==> src/rtl/mem_seq_pkg.sv <==
// Shared types and constants for the byte-serial memory access sequencer.
package mem_seq_pkg;

  localparam int ADDRESS_WIDTH = 32;
  localparam int DATA_WIDTH    = 32;
  localparam int BYTE_WIDTH    = 8;
  localparam int LANES         = DATA_WIDTH / BYTE_WIDTH;
  localparam int IDX_WIDTH     = $clog2(LANES);

  typedef enum logic [1:0] {
    SIZE_B    = 2'b00,
    SIZE_H    = 2'b01,
    SIZE_W    = 2'b10,
    SIZE_RSVD = 2'b11
  } size_e;

  typedef enum logic [1:0] {
    IDLE   = 2'b00,
    ACCESS = 2'b01,
    RESP   = 2'b10
  } state_e;

  // Index of the final byte access for a given request size.
  function automatic logic [IDX_WIDTH-1:0] last_index(input size_e size);
    case (size)
      SIZE_B:  last_index = IDX_WIDTH'(0);
      SIZE_H:  last_index = IDX_WIDTH'(1);
      default: last_index = IDX_WIDTH'(LANES - 1);
    endcase
  endfunction

endpackage

==> src/rtl/mem_access_sequencer_if.sv <==
// Core-side request/response channel of the memory access sequencer.
interface mem_access_sequencer_if;
  import mem_seq_pkg::*;

  logic                     req_valid;
  logic                     req_ready;
  logic                     req_we;
  logic [1:0]               req_size;
  logic                     req_unsigned;
  logic [ADDRESS_WIDTH-1:0] req_addr;
  logic [DATA_WIDTH-1:0]    req_wdata;
  logic                     rsp_valid;
  logic                     rsp_ready;
  logic [DATA_WIDTH-1:0]    rsp_rdata;
  logic                     rsp_err;

  // Core / pipeline side.
  modport master (
    output req_valid, req_we, req_size, req_unsigned, req_addr, req_wdata, rsp_ready,
    input  req_ready, rsp_valid, rsp_rdata, rsp_err
  );

  // Sequencer side.
  modport slave (
    input  req_valid, req_we, req_size, req_unsigned, req_addr, req_wdata, rsp_ready,
    output req_ready, rsp_valid, rsp_rdata, rsp_err
  );

endinterface

==> src/rtl/mem_access_sequencer_load_extend.sv <==
// Sign/zero extension of the assembled little-endian load buffer.
module load_extend
  import mem_seq_pkg::*;
(
  input  logic [DATA_WIDTH-1:0] buffer,
  input  size_e                 size,
  input  logic                  is_unsigned,
  output logic [DATA_WIDTH-1:0] ext
);

  // Replicate the top bit of the loaded width unless zero-extension is asked for.
  always_comb begin
    ext = '0;
    case (size)
      SIZE_B: ext = {{(DATA_WIDTH-BYTE_WIDTH){~is_unsigned & buffer[BYTE_WIDTH-1]}},
                     buffer[BYTE_WIDTH-1:0]};
      SIZE_H: ext = {{(DATA_WIDTH-2*BYTE_WIDTH){~is_unsigned & buffer[2*BYTE_WIDTH-1]}},
                     buffer[2*BYTE_WIDTH-1:0]};
      SIZE_W: ext = buffer;
      default: ext = '0;
    endcase
  end

endmodule

==> src/rtl/mem_access_sequencer.sv <==
// Splits 32-bit loads/stores into 1/2/4 little-endian byte accesses on the
// byte-wide data memory port and returns one (extended) response.
//
// state  | meaning
// IDLE   | ready for a request; memory port parked (we=0, addr=0)
// ACCESS | one byte access per cycle, index 0..N-1
// RESP   | response held until consumed
module mem_access_sequencer
  import mem_seq_pkg::*;
(
  input  logic                     clk,
  input  logic                     rst_n,
  mem_access_sequencer_if.slave    core,
  output logic [ADDRESS_WIDTH-1:0] mem_addr,
  output logic                     mem_we,
  output logic [BYTE_WIDTH-1:0]    mem_wd,
  input  logic [BYTE_WIDTH-1:0]    mem_rd
);

  state_e                   state_q;
  logic [IDX_WIDTH-1:0]     idx_q;
  logic [IDX_WIDTH-1:0]     idx_nxt;
  logic                     we_q;
  size_e                    size_q;
  logic                     uns_q;
  logic [ADDRESS_WIDTH-1:0] addr_q;
  logic [DATA_WIDTH-1:0]    wdata_q;
  logic [DATA_WIDTH-1:0]    buf_q;
  logic [DATA_WIDTH-1:0]    buf_nxt;
  logic [DATA_WIDTH-1:0]    ext_data;
  size_e                    req_size_e;

  assign req_size_e = size_e'(core.req_size);
  assign idx_nxt    = idx_q + IDX_WIDTH'(1);

  // Load buffer including the byte being read this cycle, so the final
  // response can be registered on the same edge as the last access.
  always_comb begin
    buf_nxt = buf_q;
    if (!we_q) begin
      buf_nxt[BYTE_WIDTH*idx_q +: BYTE_WIDTH] = mem_rd;
    end
  end

  load_extend u_load_extend (
    .buffer      (buf_nxt),
    .size        (size_q),
    .is_unsigned (uns_q),
    .ext         (ext_data)
  );

  // Sequencer FSM with registered memory-port and response outputs.
  always_ff @(posedge clk) begin
    if (!rst_n) begin
      state_q        <= IDLE;
      idx_q          <= '0;
      we_q           <= 1'b0;
      size_q         <= SIZE_B;
      uns_q          <= 1'b0;
      addr_q         <= '0;
      wdata_q        <= '0;
      buf_q          <= '0;
      mem_addr       <= '0;
      mem_we         <= 1'b0;
      mem_wd         <= '0;
      core.req_ready <= 1'b1;
      core.rsp_valid <= 1'b0;
      core.rsp_err   <= 1'b0;
      core.rsp_rdata <= '0;
    end else begin
      case (state_q)
        IDLE: begin
          if (core.req_valid) begin
            we_q           <= core.req_we;
            size_q         <= req_size_e;
            uns_q          <= core.req_unsigned;
            addr_q         <= core.req_addr;
            wdata_q        <= core.req_wdata;
            idx_q          <= '0;
            buf_q          <= '0;
            core.req_ready <= 1'b0;
            if (req_size_e == SIZE_RSVD) begin
              state_q        <= RESP;
              core.rsp_valid <= 1'b1;
              core.rsp_err   <= 1'b1;
              core.rsp_rdata <= '0;
            end else begin
              state_q  <= ACCESS;
              mem_addr <= core.req_addr;
              mem_we   <= core.req_we;
              mem_wd   <= core.req_wdata[BYTE_WIDTH-1:0];
            end
          end
        end
        ACCESS: begin
          buf_q <= buf_nxt;
          if (idx_q == last_index(size_q)) begin
            state_q        <= RESP;
            mem_addr       <= '0;
            mem_we         <= 1'b0;
            mem_wd         <= '0;
            core.rsp_valid <= 1'b1;
            core.rsp_err   <= 1'b0;
            core.rsp_rdata <= we_q ? '0 : ext_data;
          end else begin
            idx_q    <= idx_nxt;
            // Address arithmetic wraps naturally at the top of the space.
            mem_addr <= addr_q + ADDRESS_WIDTH'(idx_nxt);
            mem_wd   <= wdata_q[BYTE_WIDTH*idx_nxt +: BYTE_WIDTH];
          end
        end
        RESP: begin
          if (core.rsp_ready) begin
            state_q        <= IDLE;
            core.rsp_valid <= 1'b0;
            core.rsp_err   <= 1'b0;
            core.rsp_rdata <= '0;
            core.req_ready <= 1'b1;
          end
        end
        default: begin
          state_q        <= IDLE;
          core.req_ready <= 1'b1;
          mem_we         <= 1'b0;
          mem_addr       <= '0;
        end
      endcase
    end
  end

endmodule

==> src/flat_wrapper.sv <==
// flat-port wrapper written by rule: the top's interface ports become plain ports
module mem_access_sequencer_flat import mem_seq_pkg::*;
  (clk, rst_n, mem_addr, mem_we, mem_wd, mem_rd, core_req_valid, core_req_we, core_req_size, core_req_unsigned, core_req_addr, core_req_wdata, core_rsp_ready, core_req_ready, core_rsp_valid, core_rsp_rdata, core_rsp_err);
  mem_access_sequencer_if core_i ();
  input  logic clk;
  input  logic rst_n;
  output logic [ADDRESS_WIDTH-1:0] mem_addr;
  output logic mem_we;
  output logic [BYTE_WIDTH-1:0] mem_wd;
  input  logic [BYTE_WIDTH-1:0] mem_rd;
  input wire logic [$bits(core_i.req_valid)-1:0] core_req_valid;
  input wire logic [$bits(core_i.req_we)-1:0] core_req_we;
  input wire logic [$bits(core_i.req_size)-1:0] core_req_size;
  input wire logic [$bits(core_i.req_unsigned)-1:0] core_req_unsigned;
  input wire logic [$bits(core_i.req_addr)-1:0] core_req_addr;
  input wire logic [$bits(core_i.req_wdata)-1:0] core_req_wdata;
  input wire logic [$bits(core_i.rsp_ready)-1:0] core_rsp_ready;
  output wire logic [$bits(core_i.req_ready)-1:0] core_req_ready;
  output wire logic [$bits(core_i.rsp_valid)-1:0] core_rsp_valid;
  output wire logic [$bits(core_i.rsp_rdata)-1:0] core_rsp_rdata;
  output wire logic [$bits(core_i.rsp_err)-1:0] core_rsp_err;
  assign core_i.req_valid = core_req_valid;
  assign core_i.req_we = core_req_we;
  assign core_i.req_size = core_req_size;
  assign core_i.req_unsigned = core_req_unsigned;
  assign core_i.req_addr = core_req_addr;
  assign core_i.req_wdata = core_req_wdata;
  assign core_i.rsp_ready = core_rsp_ready;
  assign core_req_ready = core_i.req_ready;
  assign core_rsp_valid = core_i.rsp_valid;
  assign core_rsp_rdata = core_i.rsp_rdata;
  assign core_rsp_err = core_i.rsp_err;
  mem_access_sequencer u_core (.clk(clk), .rst_n(rst_n), .core(core_i), .mem_addr(mem_addr), .mem_we(mem_we), .mem_wd(mem_wd), .mem_rd(mem_rd));
endmodule
==> config.mk <==
export PLATFORM = sky130hd
export DESIGN_NAME = mem_access_sequencer_flat
export DESIGN_NICKNAME = d
export VERILOG_FILES = /design/src/rtl/mem_seq_pkg.sv /design/src/rtl/mem_access_sequencer_if.sv /design/src/rtl/mem_access_sequencer_load_extend.sv /design/src/rtl/mem_access_sequencer.sv /design/src/flat_wrapper.sv
export SDC_FILE = /design/constraint.sdc
export NUM_CORES = 1
export LEC_CHECK = 0
export CORE_AREA = 3 3 144 146
export CTS_BUF_LIST = sky130_fd_sc_hd__clkbuf_4
export CTS_CLUSTER_DIAMETER = 50
export DETAILED_ROUTE_END_ITERATION = 16
export DIE_AREA = 0 0 147 149
export PLACE_DENSITY = 0.77
export SYNTH_ARGS = -nofsm -noshare
export SYNTH_HDL_FRONTEND = slang
export SYNTH_HIERARCHICAL = 1
export SYNTH_SLANG_ARGS = --single-unit
export TNS_END_PERCENT = 1
==> constraint.sdc <==
create_clock -name clk -period 2.44 [get_ports clk]
set_input_delay 0.488 -clock clk [delete_from_list [all_inputs] [get_ports clk]]
set_output_delay 0.488 -clock clk [all_outputs]
set_load 0.1 [all_outputs]
# [Word level (Yosys, flattened, before mapping)]
# Cells that the tools add are included.
[classes] reduce_logical=13 shifts=3 bitwise_logic=5 addsub=3 n_eq_ne=12 mux=43
[op_table] op="two-way mux 32 bit" n=10
[op_table] op="one-hot mux 32 bit (3 select lines)" n=3
[op_table] op="one-hot mux 32 bit (2 select lines)" n=1
[op_table] op="negator 5 -> 34 bit" n=1
[op_table] op="variable shift 8 x 34 -> 32 bit, first input constant" n=1
[op_table] op="indexed part select 8 x 34 -> 32 bit" n=1
[op_table] op="adder 32 x 2 -> 32 bit" n=1
[op_table] op="bitwise mux 32 bit" n=1
[op_table] op="indexed part select 32 x 6 -> 8 bit" n=1
[op_table] op="two-way mux 8 bit" n=3
[op_table] op="two-way mux 2 bit" n=8
[op_table] op="one-hot mux 8 bit (2 select lines)" n=1
[op_table] op="AND reduction 3 bit" n=5
[op_table] op="one-hot mux 1 bit (3 select lines)" n=4
[op_table] op="two-way mux 1 bit" n=9
[op_table] op="!= test 2 bit, second input constant" n=4
[op_table] op="one-hot mux 2 bit (2 select lines)" n=2
[op_table] op="equality test 2 bit, second input constant" n=3
[op_table] op="one-hot mux 2 bit (3 select lines)" n=1
[op_table] op="AND reduction 5 bit" n=1
[op_table] op="equality test 2 x 1 -> 1 bit, second input constant" n=2
[op_table] op="zero test 2 bit" n=2
[op_table] op="!= test 2 x 1 -> 1 bit, second input constant" n=2
[op_table] op="AND reduction 2 bit" n=2
[op_table] op="other kinds (7)" n=10
[word_totals] word_cells=94 reg_bits=180

# [Longest topological paths before layout]
[depth] word_depth=9 depth_mapped=12 depth_no_buf=9

# [Cells and area by module]
# Netlist, hierarchy kept.
[by_module_without_submodules] mod="mem_access_sequencer" n_inst=1 cells_per_inst=999 area_per_inst_um2=8358.0 seq_area_each_um2=3603.5
[by_module_without_submodules] mod="load_extend" n_inst=1 cells_per_inst=54 area_per_inst_um2=432.9 seq_area_each_um2=0.0

# [Least setup slack after synthesis]
# No wires, ideal clock.
[synth_path] path_type="reg-to-reg" startpoint="reg u_core.idx_q[0]" endpoint="reg u_core.core.rsp_rdata[16]" path_buffers=2 setup_slack_ns=-0.129 synth_period_minus_slack_ns=2.569 arrival_time_ns=2.498 setup_time_ns=0.071 stages_incl_launch_ff=11 path_cell_list="dfxtp_1 -> inv_1 -> ha_1 -> buf_2 -> nor4b_4 -> a22o_1 -> nor4b_4 -> buf_2 -> a211o_1 -> nand3_1 -> a21oi_1"
[synth_via] elab_chain_len=9 elab_cells_between_ends=14
[synth_lines] element="from (decl)" line_no="mem_access_sequencer.sv:21" rtl="logic [IDX_WIDTH-1:0] idx_q;"
[synth_lines] element="from (signal assigned)" line_no="mem_access_sequencer.sv:106" rtl="idx_q <= idx_nxt;"
[synth_lines] element="negator 5 -> 34 bit (*)" line_no="mem_access_sequencer.sv:41" rtl="buf_nxt[BYTE_WIDTH*idx_q +: BYTE_WIDTH] = mem_rd;"
[synth_lines] element="indexed part select 8 x 34 -> 32 bit / variable shift 8 x 34 -> 32 bit (equally long branches)" line_no="mem_access_sequencer.sv:41"
[synth_lines] element="bitwise mux 32 bit (*)" line_no="mem_access_sequencer.sv:41"
[synth_lines] element="two-way mux 32 bit (*)" line_no="mem_access_sequencer.sv:40" rtl="if (!we_q) begin"
[synth_lines] element="via u_core.buf_nxt[7]" line_no="mem_access_sequencer.sv:29" rtl="logic [DATA_WIDTH-1:0] buf_nxt;"
[synth_lines] element="bitwise AND 1 bit (*)" line_no="mem_access_sequencer_load_extend.sv:15" rtl="SIZE_B: ext = {{(DATA_WIDTH-BYTE_WIDTH){~is_unsigned & buffer[BYTE_WIDTH-1]}},"
[synth_lines] element="one-hot mux 32 bit (3 select lines) (*)" line_no="mem_access_sequencer_load_extend.sv:14" rtl="case (size)"
[synth_lines] element="via u_core.ext_data[16]" line_no="mem_access_sequencer.sv:30" rtl="logic [DATA_WIDTH-1:0] ext_data;"
[synth_lines] element="two-way mux 32 bit (*)" line_no="mem_access_sequencer.sv:104" rtl="core.rsp_rdata <= we_q ? '0 : ext_data;"
[synth_lines] element="two-way mux 32 bit (*)" line_no="mem_access_sequencer.sv:97" rtl="if (idx_q == last_index(size_q)) begin"
[synth_lines] element="one-hot mux 32 bit (3 select lines) (*)" line_no="mem_access_sequencer.sv:71" rtl="case (state_q)"
[synth_lines] element="to (signal assigned)" line_no="mem_access_sequencer.sv:104"
[synth_lines] element="to (decl)" line_no="mem_access_sequencer_if.sv:26" rtl="output req_ready, rsp_valid, rsp_rdata, rsp_err"
# The timed path passes the listed nets; every way through them passes the cells marked *. The select of a mux whose other input is x is not followed.
# A chain may end at the register's enable or synchronous reset.

# [Worst setup path in the final report]
[layout_path] startpoint="reg u_core.idx_q[0]" endpoint="reg u_core.core.rsp_rdata[28]"
[layout_via] elab_chain_len=9 elab_cells_between_ends=14
[layout_lines] element="negator 5 -> 34 bit (*)" line_no="mem_access_sequencer.sv:41"
[layout_lines] element="indexed part select 8 x 34 -> 32 bit / variable shift 8 x 34 -> 32 bit (equally long branches)" line_no="mem_access_sequencer.sv:41"
[layout_lines] element="bitwise mux 32 bit (*)" line_no="mem_access_sequencer.sv:41"
[layout_lines] element="two-way mux 32 bit (*)" line_no="mem_access_sequencer.sv:40"
[layout_lines] element="via u_core.buf_nxt[15]" line_no="mem_access_sequencer.sv:29"
[layout_lines] element="bitwise AND 1 bit (*)" line_no="mem_access_sequencer_load_extend.sv:17" rtl="SIZE_H: ext = {{(DATA_WIDTH-2*BYTE_WIDTH){~is_unsigned & buffer[2*BYTE_WIDTH-1]}},"
[layout_lines] element="one-hot mux 32 bit (3 select lines) (*)" line_no="mem_access_sequencer_load_extend.sv:14"
[layout_lines] element="via u_core.ext_data[28]" line_no="mem_access_sequencer.sv:30"
[layout_lines] element="two-way mux 32 bit (*)" line_no="mem_access_sequencer.sv:104"
[layout_lines] element="two-way mux 32 bit (*)" line_no="mem_access_sequencer.sv:97"
[layout_lines] element="one-hot mux 32 bit (3 select lines) (*)" line_no="mem_access_sequencer.sv:71"
# Marks and branches as above.

==> flow_metrics.tcl <==
set metrics [dict create \
    cts-hold-fix-buffers 0 \
    leakagePower_nw 4.226 \
    netlist_area_sq_um 8791 \
    dpl.hpwl_um 17580 \
    syn_inst 1053 \
    synth_top_area_share_pct 40.99 \
    numCtsBuffers 17 \
    num-nets-final 1277 \
    critPathMaxFanout 8 \
    drt_iter0_markers 611 \
    rows 51 \
    cts-root-buf "clkbuf_4" \
    power_mw 10.23 \
    yosys_warnings 6 \
    cts_resized 0 \
    worstMarginPinSlew_ps 528.4 \
    start_util_pct 45.02 \
    min_path_type "primary input to flip-flop" \
    num_vias 8345 \
    required_ps 2960 \
    antenna_found_initial 1 \
    setup-violations-final 0 \
    dpl_worst_slack_ps 60.77 \
    syn-num-nets 1145 \
    period_needed_ps 2334 \
    synthArstFlopShare_pct 0 \
    maxCapViolations 0 \
    multi_input_area_sq_um 4762 \
    r2r_cells 11 \
    track_usage_pct 22.08 \
    cts_buffer_depth 2 \
    ys_ff_latch 180 \
    clock_latency_ps 590 \
    postSynthAreaPerCell_sq_um 8.348 \
    fin_skew_ps 19.46 \
    n_fill_cell 1826 \
    cts.sinks 180 \
    yosysTopAreaCell "dfxtp_1" \
    grt-ovfl-total 0 \
    cp.arrival_ps 2850 \
    cp-end-kind "flip-flop" \
    h-tree-depth 4 \
    outcome "completed" \
    cellPowerDensity_nw_per_um2 934.8 \
    synth_cell_types 70 \
    routed_wl_um 25060 \
    synth_edf_count 0 \
    ant_nets 0 \
    routedWlPerCell_um 17.12 \
    gp_congestion 0.8883 \
    stdcell_count 1464 \
    cts_tree "built" \
    portBuffers 155 \
    seqCellArea_sq_um 3605 \
    irDropWorstVdd_mv 0.4509 \
    finalHoldViolCount 0 \
    dieHeight_um 149 \
    first_pass_iters 5 \
    grt_max_degree 57 \
    dieArea_sq_um 21900 \
    ios 156 \
    place_inst 1430 \
    post_cts_buffers 0 \
    grt_pass1_vias 7816 \
    layout_commonest_cell "nand2_1" \
    slew-limit-headroom_pct 64.62 \
    layout-area-overhead-vs-synth_pct 24.47 \
    drive_above_1_share_pct 17.03 \
    viasPerCell 5.700 \
    critPathLaunchType "flip-flop" \
    ys_top_cells_by_area "dfxtp_1, nand2_1, a21oi_1" \
    clock.fmax_mhz 428.5 \
    fin_crit_sh_pct 95.64 \
    route.detailed.drc 0 \
    worstSetupPathType "flip-flop to flip-flop" \
    synth_seq_area_share_pct 40.99 \
    rsz0062_at_grt "yes" \
    finalHoldWorstSlack_ps 426.1 \
    postLayoutSetupSlackWorst_ps 106.3 \
    die_w_um 147 \
    slew_viol_final 0 \
    grt_pass1_wl_um 39740 \
    fp.coreArea_sq_um 19530 \
    final_cell_mix "nand2_1, dfxtp_1, a21oi_1" \
    ys.flop_type "dfxtp_1" \
    hold_depth 3 \
    clk_pin_slew_ps 160 \
]
## metal layers
layer	track usage, %	wire (um)
met1	29.04	10700
met2	36.30	12070
met3	5.044	1662
met4	7.036	631
met5	0	0
## sequential cells by signal (all words and copies together) (netlist names), 2 cells and up
name                   flops
u_core/addr_q             32
u_core/buf_q              32
u_core/core.rsp_rdata     32
u_core/mem_addr           32
u_core/wdata_q            32
u_core/mem_wd              8
u_core/idx_q               2
u_core/size_q              2
u_core/state_q             2
## critical path, stage by stage, from the launching register on
cell      delay, ps
dfxtp_2         350
inv_1            80
buf_4           160
ha_1            210
nor2_1          150
and4_1          240
a22o_1          170
nor4bb_4        320
buf_4           250
a211o_1         120
nand3_1          70
a21oi_1         160
## synth_stat cells (all sizes together), types with 4 or more instances
cell type,count
xnor2,14
nand2b,10
o22ai,7
and2,19
a211oi,14
nor4,12
a211o,23
nor3,9
nor2,53
mux4,8
inv,14
o31a,4
ha,11
o21ai,18
dfxtp,180
and4,7
nor2b,9
nand2,190
a22oi,56
nand4,12
o211ai,4
a21o,5
a22o,34
nand3,48
a21oi,138
clkbuf,61
and3b,7
xor2,12
and3,6
buf,34
## per-stage QoR
stage	setup TNS, ps	instance area (sq um)	util [%]
final	0	10940	56.04
after global routing	-448.0	10940	56.04
after CTS	0	10890	55.79
after detailed placement	0	10600	54.31
after global placement	0	10600	54.31
after floorplan	0	8812	-
## power by group
group	switching [mW]	total [mW]	leakage, nW	internal, mW
clock	1.10	1.75	0.149	0.647
sequential	0.314	3.64	1.47	3.33
combinational	3.32	4.84	2.61	1.52
total	4.73	10.2	4.23	5.50
## final timing paths
path	slack [ps]	endpoint	start
setup / recovery	110	u_core/core.rsp_rdata[28]$_SDFFE_PN0P_	u_core/idx_q[0]$_SDFFE_PN0P_
hold / removal	430	u_core/wdata_q[25]$_SDFFE_PN0P_	core_req_wdata[25]
setup reg to reg	110	u_core/core.rsp_rdata[28]$_SDFFE_PN0P_	u_core/idx_q[0]$_SDFFE_PN0P_
hold reg to reg	460	u_core/core.rsp_rdata[27]$_SDFFE_PN0P_	u_core/core.rsp_rdata[27]$_SDFFE_PN0P_
## logic make-up (layout without fill, tap and decap cells)
| group | after synthesis | count (layout) | synth area share, % |
|---|---|---|---|
| xor gates and xnor gates | 26 | 26 | 2.590 |
| muxes | 9 | 9 | 2.163 |
| AOI/OAI and AO/OA | 322 | 322 | 24.40 |
| buffers and inverters | 109 | 254 | 5.594 |
| other | 0 | 1 | 0 |
| and+or+nand+nor | 395 | 395 | 22.47 |
| adders and majority gates | 12 | 12 | 1.793 |
| DFF | 180 | 180 | 40.99 |
## final cells by class
type | count | area share, %
Clock buffer | 19 | 1.304
Multi-Input combinational cell | 764 | 43.52
Inverter | 14 | 0.5031
Clock inverter | 13 | 1.349
Sequential cell | 180 | 32.94
Timing Repair Buffer | 208 | 17.32
Antenna cell | 1 | 0.02287
Tap cell | 265 | 3.030
(Power assumes the default switching activity.)
